File: src/rtl/bitonic_pkg.sv
// Shared constants for the 8-lane bitonic sorter stages.
package bitonic_pkg;
  localparam int   LANES    = 8;
  localparam logic DIR_ASC  = 1'b0;
  localparam logic DIR_DESC = 1'b1;
endpackage

File: src/rtl/bitonic_cas.sv
// Combinational compare-exchange: ASC puts the min on lo, DESC puts the max on lo.
module bitonic_cas
  import bitonic_pkg::*;
#(
  parameter int   WIDTH = 8,
  parameter logic DIR   = DIR_ASC
) (
  input  logic [WIDTH-1:0] a,
  input  logic [WIDTH-1:0] b,
  output logic [WIDTH-1:0] lo,
  output logic [WIDTH-1:0] hi
);

  logic swap;

  // Strict compares so equal values pass straight through.
  assign swap = (DIR == DIR_ASC) ? (a > b) : (a < b);
  assign lo   = swap ? b : a;
  assign hi   = swap ? a : b;

endmodule

File: src/rtl/bitonic_s2_pipe.sv
// Bitonic sorter stage 2: two registered compare-exchange layers with valid/ready flow.
module bitonic_s2_pipe
  import bitonic_pkg::*;
#(
  parameter int WIDTH = 8
) (
  input  logic                   clk,
  input  logic                   rst_n,
  input  logic                   in_valid,
  output logic                   in_ready,
  input  logic [LANES*WIDTH-1:0] in_data,
  output logic                   out_valid,
  input  logic                   out_ready,
  output logic [LANES*WIDTH-1:0] out_data,
  output logic                   busy
);

  logic [LANES*WIDTH-1:0] a_data;
  logic [LANES*WIDTH-1:0] l1_data;
  logic [LANES*WIDTH-1:0] l2_data;
  logic                   a_valid;
  logic                   a_ready;
  logic                   in_fire;
  logic                   out_fire;

  logic [WIDTH-1:0] in_lanes [LANES];
  logic [WIDTH-1:0] l1_lanes [LANES];
  logic [WIDTH-1:0] a_lanes  [LANES];
  logic [WIDTH-1:0] l2_lanes [LANES];

  for (genvar k = 0; k < LANES; k++) begin : g_lanes
    assign in_lanes[k]              = in_data[k*WIDTH +: WIDTH];
    assign a_lanes[k]               = a_data[k*WIDTH +: WIDTH];
    assign l1_data[k*WIDTH +: WIDTH] = l1_lanes[k];
    assign l2_data[k*WIDTH +: WIDTH] = l2_lanes[k];
  end

  // Comparators 0-1 serve the ascending half (lanes 1-4), 2-3 the descending half.
  for (genvar i = 0; i < 4; i++) begin : g_cas
    localparam logic DIR   = (i < 2) ? DIR_ASC : DIR_DESC;
    localparam int   L1_LO = (i / 2) * 4 + (i % 2);
    localparam int   L2_LO = i * 2;

    bitonic_cas #(.WIDTH(WIDTH), .DIR(DIR)) u_l1 (
      .a  (in_lanes[L1_LO]),
      .b  (in_lanes[L1_LO+2]),
      .lo (l1_lanes[L1_LO]),
      .hi (l1_lanes[L1_LO+2])
    );

    bitonic_cas #(.WIDTH(WIDTH), .DIR(DIR)) u_l2 (
      .a  (a_lanes[L2_LO]),
      .b  (a_lanes[L2_LO+1]),
      .lo (l2_lanes[L2_LO]),
      .hi (l2_lanes[L2_LO+1])
    );
  end

  assign out_fire = out_valid & out_ready;
  assign a_ready  = !out_valid | out_ready;
  assign in_ready = !a_valid | a_ready;
  assign in_fire  = in_valid & in_ready;
  assign busy     = a_valid | out_valid;

  always_ff @(posedge clk or negedge rst_n) begin
    if (!rst_n) begin
      a_valid   <= 1'b0;
      a_data    <= '0;
      out_valid <= 1'b0;
      out_data  <= '0;
    end else begin
      if (in_fire) begin
        a_data  <= l1_data;
        a_valid <= 1'b1;
      end else if (a_valid && a_ready) begin
        a_valid <= 1'b0;
      end

      if (a_valid && a_ready) begin
        out_data  <= l2_data;
        out_valid <= 1'b1;
      end else if (out_fire) begin
        out_valid <= 1'b0;
      end
    end
  end

endmodule

File: config.mk
export PLATFORM = sky130hd
export DESIGN_NAME = bitonic_s2_pipe
export DESIGN_NICKNAME = d
export VERILOG_FILES = /design/src/rtl/bitonic_pkg.sv /design/src/rtl/bitonic_cas.sv /design/src/rtl/bitonic_s2_pipe.sv
export SDC_FILE = /design/constraint.sdc
export NUM_CORES = 1
export LEC_CHECK = 0
export CAP_MARGIN = 20
export CORE_MARGIN = 2
export CORE_UTILIZATION = 55
export DETAILED_ROUTE_END_ITERATION = 7
export PLACE_DENSITY = 0.81
export SYNTH_ARGS = -nofsm -noshare
export SYNTH_HDL_FRONTEND = slang
export SYNTH_HIERARCHICAL = 1
export SYNTH_SLANG_ARGS = --single-unit
File: constraint.sdc
create_clock -name clk -period 2.86 [get_ports clk]
set_input_delay 0.715 -clock clk [delete_from_list [all_inputs] [get_ports clk]]
set_output_delay 0.715 -clock clk [all_outputs]
set_load 0.01 [all_outputs]
Word level (Yosys, flattened, before mapping)
Index checks and enable logic that the tools add are counted.
Widths: inputs -> output; s select.
{"block": "classes", "addsub": 0, "n_mul": 0, "div": 0, "order_cmp": 8, "eq_ne": 0, "n_shift": 0, "muxes": 20, "bitwise": 5, "reduce_logical": 5}
{"operator": "$mux 8", "n": 16}
{"operator": "$gt 8x8->1", "n": 4}
{"operator": "$lt 8x8->1", "n": 4}
{"operator": "$mux 1", "n": 4}
{"operator": "$reduce_bool 2->1", "n": 2}
{"operator": "$or 1x1->1", "n": 3}
{"operator": "$and 1x1->1", "n": 2}
{"operator": "$logic_not 1->1", "n": 2}
{"operator": "$logic_and 1x1->1", "n": 1}
{"block": "totals", "regBits": 130, "latchBits": 0, "ramBits": 0, "rom_bits": 0, "input_bits": 68, "output_inout_bits": 67, "elab_cells": 42, "n_memories": 0}

Longest topological paths before layout
Gate-level depths: netlist of the first run.
{"block": "logic_depth", "ltp_word": 5, "mapped_depth": 9, "mapped_depth_nobuf": 8}

Modules after synthesis
Netlist of the first run, hierarchy kept.
{"module": "bitonic_s2_pipe", "n_inst": 1, "cells_each": 277, "area_each_um2": 5183.7, "seq_area_each_um2": 3253.1}
{"module": "bitonic_cas (g_cas[0].u_l1 ...)", "n_inst": 4, "cells_each": 44, "area_each_um2": 476.7, "seq_area_each_um2": 0.0}
{"module": "bitonic_cas (g_cas[2].u_l1 ...)", "n_inst": 4, "cells_each": 41, "area_each_um2": 425.4, "seq_area_each_um2": 0.0}

Least setup slack after synthesis of the first run
OpenSTA, ideal clock, no wires.
{"block": "synth_timing", "path_kind": "input-to-reg", "startpoint": "input port in_data[49]", "endpoint": "register a_data[36]", "setup_ps": 125, "arrival_ps": 2519, "required_time_ps": 2735, "slack_ps": 215, "path_stages": 7, "n_path_buf": 1, "cell_sequence": "inv_1 > ha_1 > a2111o_1 > a211oi_4 > buf_12 > mux2_4 > mux2_4"}
{"block": "synth_via", "elab_chain_len": 2}
{"item": "start: declaration", "line_no": "bitonic_s2_pipe.sv:11", "rtl": "input logic [LANES*WIDTH-1:0] in_data,"}
{"item": "$lt 8x8->1", "line_no": "bitonic_cas.sv:17", "rtl": "assign swap = (DIR == DIR_ASC) ? (a > b) : (a < b);"}
{"item": "$mux 8", "line_no": "bitonic_cas.sv:18", "rtl": "assign lo = swap ? b : a;"}
{"item": "via l1_data[36]", "line_no": "bitonic_s2_pipe.sv:19", "rtl": "logic [LANES*WIDTH-1:0] l1_data;"}
{"item": "end signal: assignment", "line_no": "bitonic_s2_pipe.sv:73", "rtl": "a_data <= l1_data;"}
{"item": "end: declaration", "line_no": "bitonic_s2_pipe.sv:18", "rtl": "logic [LANES*WIDTH-1:0] a_data;"}
The timed path passes the listed nets, and every way through them passes these cells.
A chain may end at the register's enable or synchronous reset.

Final worst setup path of the first run
{"block": "layout_timing", "startpoint": "input port in_data[49]", "endpoint": "register a_data[32]"}
Same word-level chain as after synthesis.

==> flow_metrics.tcl, run 1 <==
set metrics [dict create \
    status "finished clean" \
    final_cell_area_sq_um 11300 \
    worst_path_dominant_cell_family "buffers and inverters" \
    fp.dieH_microns 130 \
    dr.first_iter.drc_count 305 \
    arrival_ns 2.98 \
    start_kind "primary input" \
    final_cell_mix "mux2_4, clkdlybuf4s50_1, dfrtp_1" \
    post-route-period-util_pct 93.4 \
    final-max-slew-violation-count 0 \
    rsz0062_at_grt "no" \
    syn2layout_area_growth_pct 28.3 \
    dieArea_sq_um 17000 \
    wl_per_cell_microns 18.2 \
    ys_top_cells_by_area "dfrtp_1, mux2_4, mux2_2" \
    layout_commonest_cell "mux2_4" \
    rows 46 \
    crit_type "primary input to flip-flop" \
    post_cts_buffers 0 \
    antenna_cells 0 \
    clock-sinks 130 \
    path_clk_slew_ns 0.06 \
    drc_errors 0 \
    maxCapViolations 0 \
    required_ns 3.17 \
    period_needed_ns 2.67 \
    hp-class "primary input to asynchronous set/reset pin" \
    grt_overflow 0 \
    cts_tree "yes" \
    routed_wl_microns 19200 \
    viasPerCell 5.32 \
    yosys.area.top_type_share_pct 37.0 \
    slowest_delay_ns 0.47 \
    max_freq_ghz 0.375 \
    clockBufferDepth 2 \
    synth_nets 745 \
    ant_nets 0 \
    power_density_nw_per_um2 841 \
    cts_buffers 17 \
    htree_levels 4 \
    ys_seq_area_share_pct 37.0 \
    routed-via-count 5603 \
    first_pass_iters 4 \
    grt_pass1_wl_microns 30300 \
    worstReg2RegStart "a_data[42]" \
    worstSetupEndpointType "flip-flop" \
    clock_latency_ns 0.43 \
    finalClockSkew_ns 0.00661 \
    postPlaceCellArea_sq_um 10700 \
    path_cells "clkdlybuf4s50_1 -> inv_1 -> ha_1 -> a2111o_1 -> a211oi_4 -> buf_12 -> mux2_2 -> mux2_4" \
    post-dp-hpwl_microns 14400 \
    ff_latch_area_sq_um 3250 \
    portBuffers 134 \
    ios 135 \
    post-route-util_pct 71.5 \
    fin_nets 955 \
    track_usage_pct 23.6 \
    multi_input_area_sq_um 4950 \
    worstPathMaxFanout 16 \
    placeableCoreArea_sq_um 15800 \
    die_x_microns 130 \
    ir_drop_v 0.000501 \
    grt_pass1_vias 5940 \
    grt_max_degree 65 \
    p_leak_nw 5.41 \
    hold_violations 0 \
    antenna_found_initial 1 \
    pre_cts_ws_ns -0.253 \
    setup_viol 0 \
    cp-startpoint "in_data[49]" \
    slowest_stage "clkdlybuf4s50_1" \
    synth_largest_area_cell "dfrtp_1" \
    worst_pin_slew_ns 0.582 \
    gp_congestion 0.858 \
    p_total_w 0.00949 \
    syn_area_sq_um 8790 \
    ys_seq_elements 130 \
    worst_slack_ns 0.190 \
    yosys_warnings 6 \
    synth_cell_types 26 \
    syn_avg_cell_area_sq_um 14.2 \
    root_buffer "clkbuf_16" \
    worst-path-buf-inv 3 \
    nFillCells 1055 \
    initial_core_util_pct 55.8 \
    hold_buffers 0 \
    drive_above_1_share_pct 46.7 \
    syn_inst 617 \
    relSlewSlack_pct 61.2 \
    post_cts_resize_count 0 \
]
[metrics by stage]
step / instances / hold WS (ns) / TNS (ns)
3_3_place_gp: 1024 / 0.487 / -8.95
2_1_floorplan: 617 / 0.419 / 0
5_1_grt: 1054 / 0.291 / 0
6_report: 1054 / 0.270 / 0
4_1_cts: 1054 / 0.293 / 0
3_5_place_dp: 1024 / 0.492 / -11.83
[worst register-to-register path, stage by stage (launching register included)]
cell and delay, ns:
dfrtp_1 0.43, inv_1 0.08, ha_1 0.27, o21ai_0 0.21, a21oi_1 0.14, a211oi_4 0.41
buf_4 0.24, mux2_4 0.32, mux2_2 0.29
[worst paths after layout]
path	end	slack, ns	cells after the start
max	a_data[32]	0.19	8
min	out_data[4]	0.27	1
max reg2reg	out_data[41]	0.34	8
min reg2reg	out_data[48]	0.50	1
max in group asynchronous	a_data[19]	1.85	2
min in group clk	out_data[48]	0.50	1
[power breakdown]
part | internal, W | total (W) | leakage, nW | switching, W
clock | 0.00140 | 0.00217 | 0.284 | 0.000774
sequential | 0.00250 | 0.00301 | 1.52 | 0.000508
combinational | 0.00271 | 0.00430 | 3.61 | 0.00159
total | 0.00661 | 0.00949 | 5.41 | 0.00287
[final cells by class]
type,count,area share (%)
multi-input combinational,403,43.9
sequential,130,28.8
timing repair buffer,211,17.7
clock buffer,24,4.18
tap,216,2.40
inverter,64,2.13
clock inverter,6,0.931
[metal layers]
metal	vias to the layer above	global-route usage, %	share of wire, %
met1	2791	27.7	41
met2	138	42.9	52
met4	0	7.32	2.1
met3	28	5.70	4.4
li1	2646	-	-
met5	-	0	0
[Yosys cell counts]
library cell	number
o21ai_4	4
nor2b_4	4
mux2_2	116
o22ai_4	4
nand2_1	4
buf_6	6
nand2_8	1
nor2_1	4
a21oi_2	4
dfrtp_1	130
a211oi_4	4
nand2b_1	7
nand2_4	1
a21oi_1	16
nand4_2	4
or2_2	1
nand3b_4	1
a211oi_1	4
buf_12	14
o211ai_2	4
ha_1	60
o21ai_0	8
inv_1	64
nand4_1	8
mux2_4	140
a2111o_1	4
[registers in the layout, summed over array words and instances (netlist names)]
| signal | flops |
|---|---|
| a_data | 64 |
| out_data | 64 |
| a_valid | 1 |
| out_valid | 1 |
[kinds of logic after synthesis]
family / after synthesis / share of synthesized area, %
adder cells (fa/ha/maj): 60 / 8.54
AND/OR/NAND/NOR: 35 / 3.26
flip-flops: 130 / 37.0
buffers and inverters: 84 / 6.69
AO/OA/AOI/OAI: 52 / 5.75
multiplexers: 256 / 38.8
No activity file was read; power rests on OpenSTA's default activity.
==> inputs of run 2 (changes only) <==
PLACE_DENSITY = 0.88   (was 0.81)
==> run 2 against run 1 <==
- fmax down 1.0%
- setup slack worse by 0.028 ns
- count of clock-buffer cells in the layout down 2
- non-clock buffer count down 1
- first-iteration DRC count down 35%
- hold slack worse by 0.080 ns
- combinational power about the same
- core utilization up 0.54 points
- sequential power about the same
- die area unchanged
- critical path type unchanged
- largest cell class unchanged
==> flow_metrics.tcl, run 2 (synthesized netlist as in run 1, its figures left out) <==
set metrics [dict create \
    clockBufferDepth 2 \
    cp-startpoint "in_data[49]" \
    finalClockSkew_ns 0.00764 \
    cts_tree "yes" \
    drive_above_1_share_pct 47.0 \
    clockPowerShare_pct 24.6 \
    ios 135 \
    final_cell_mix "mux2_4, clkdlybuf4s50_1, dfrtp_1" \
    slowest_delay_ns 0.48 \
    antenna_found_initial 0 \
    ff2ff_setup_slack_ns 0.40 \
    cts_buffers 17 \
    worstReg2RegStart "a_data[23]" \
    htree_levels 4 \
    worstSetupEndpointType "flip-flop" \
    worstPathMaxFanout 16 \
    die_x_microns 130 \
    ff_latch_area_sq_um 3250 \
    worst_path_dominant_cell_family "buffers and inverters" \
    hp-class "primary input to asynchronous set/reset pin" \
    p_switching_w 0.00290 \
    placeableCoreArea_sq_um 15800 \
    grt_overflow 0 \
    relSlewSlack_pct 65.6 \
    period_needed_ns 2.70 \
    final_cell_area_sq_um 11400 \
    worst-path-buf-inv 3 \
    wl_per_cell_microns 18.4 \
    multi_input_area_sq_um 4950 \
    gp_congestion 0.885 \
    post-dp-hpwl_microns 14700 \
    r2r_cells 7 \
    power_density_nw_per_um2 853 \
    final-max-slew-violation-count 0 \
    antenna_cells 0 \
    path_clk_slew_ns 0.06 \
    routed_wl_microns 19500 \
    grt_pass1_vias 6201 \
    ant_nets 0 \
    arrival_ns 3.00 \
    status "finished clean" \
    viasPerCell 5.29 \
    grt_pass1_wl_microns 31500 \
    setup_viol 0 \
    worstSetupEndpoint "a_data[39]" \
    seq_power_share_pct 31.2 \
    slowest_stage "clkdlybuf4s50_1" \
    cp.depth 8 \
    hold_buffers 0 \
    root_buffer "clkbuf_16" \
    dr.first_iter.drc_count 199 \
    grt_max_degree 69 \
    rows 46 \
    clock_latency_ns 0.43 \
    required_ns 3.16 \
    track_usage_pct 24.1 \
    portBuffers 134 \
    layout_commonest_cell "mux2_4" \
    rsz0062_at_grt "no" \
    post_cts_buffers 0 \
    syn2layout_area_growth_pct 29.3 \
    routed-via-count 5583 \
    clock-sinks 130 \
    worst_r2r_endpoint "out_data[21]" \
    first_pass_iters 4 \
    nFillCells 1012 \
    drc_errors 0 \
    maxCapViolations 0 \
    p_int_w 0.00679 \
    max_freq_ghz 0.371 \
    ir_drop_v 0.000546 \
    combPwrFrac_pct 44.2 \
    post-route-period-util_pct 94.3 \
    path_cells "clkdlybuf4s50_1 -> inv_1 -> ha_1 -> a2111o_1 -> a211oi_4 -> buf_12 -> mux2_2 -> mux2_4" \
    fin_nets 954 \
    initial_core_util_pct 55.8 \
    start_kind "primary input" \
    hold_violations 0 \
    postPlaceCellArea_sq_um 10700 \
    top_regs "a_data x64, out_data x64" \
    post_cts_resize_count 0 \
    crit_type "primary input to flip-flop" \
    p_leak_nw 5.44 \
    worst_pin_slew_ns 0.516 \
    swShare_pct 29.9 \
    dieArea_sq_um 17000 \
    fp.dieH_microns 130 \
    holdWs_ns 0.190 \
]
[run 2: changes by cell type in the layout (fill, tap and decap cells not counted), sizes merged]
| cell | delta |
|---|---|
| bufinv | +2 |
| clkbuf | -2 |
| clkinvlp | +2 |
| buf | -1 |
[run 2: area by class of cell]
class | instances | share of cell area, %
Inverter | 64 | 2.11
Multi-Input combinational cell | 403 | 43.6
Clock inverter | 10 | 1.58
Tap cell | 216 | 2.38
Timing Repair Buffer | 210 | 17.7
Sequential cell | 130 | 28.6
Clock buffer | 22 | 4.08
[run 2: worst min-delay path by stage]
| stage | startpoint | endpoint | slack (ns) | cells past startpoint |
|---|---|---|---|---|
| after CTS | rst_n | out_data[11] | 0.19 | 1 |
| after global placement | out_data[5] | out_data[5] | 0.49 | 1 |
| final | rst_n | out_data[11] | 0.19 | 1 |
| after floorplan | rst_n | a_data[0] | 0.42 | 0 |
| after global routing | rst_n | out_data[61] | 0.21 | 1 |
| after detailed placement | out_data[29] | out_data[29] | 0.49 | 1 |
[run 2: power by group through the flow]
stage                     Clock, W  Sequential (W)  Combinational [W]
final                      0.00238         0.00302            0.00429
after global routing       0.00250         0.00310            0.00459
after CTS                  0.00242         0.00303            0.00432
after detailed placement         0         0.00305            0.00428
after global placement           0         0.00301            0.00413
after floorplan                  0         0.00311            0.00259
[run 2: metrics by stage]
stage | TNS, ns | power (W) | worst slack, ns | utilization (%) | instances
after CTS | 0 | 0.00977 | 0.172 | 72.1 | 1055
after floorplan | 0 | 0.00570 | 0.215 | - | 617
after detailed placement | -11.44 | 0.00733 | -0.263 | 68.0 | 1023
final | 0 | 0.00969 | 0.162 | 72.1 | 1055
after global placement | -9.04 | 0.00713 | -0.201 | 68.0 | 1023
after global routing | 0 | 0.0102 | 0.0973 | 72.1 | 1055
[run 2: routing by layer]
metal	track usage [%]	part of all wire, %	wire (microns)
met5	0	0	0
met4	10.0	3.0	574
met2	44.2	52	10200
met3	4.40	4.0	780
met1	27.7	41	7930
==> inputs of run 3 (changes only) <==
CAP_MARGIN = unset   (was 20)
CTS_CLUSTER_SIZE = 40   (was unset)
==> results of run 3 <==
The final DEF is identical to that of run 2; final timing and power are the same.
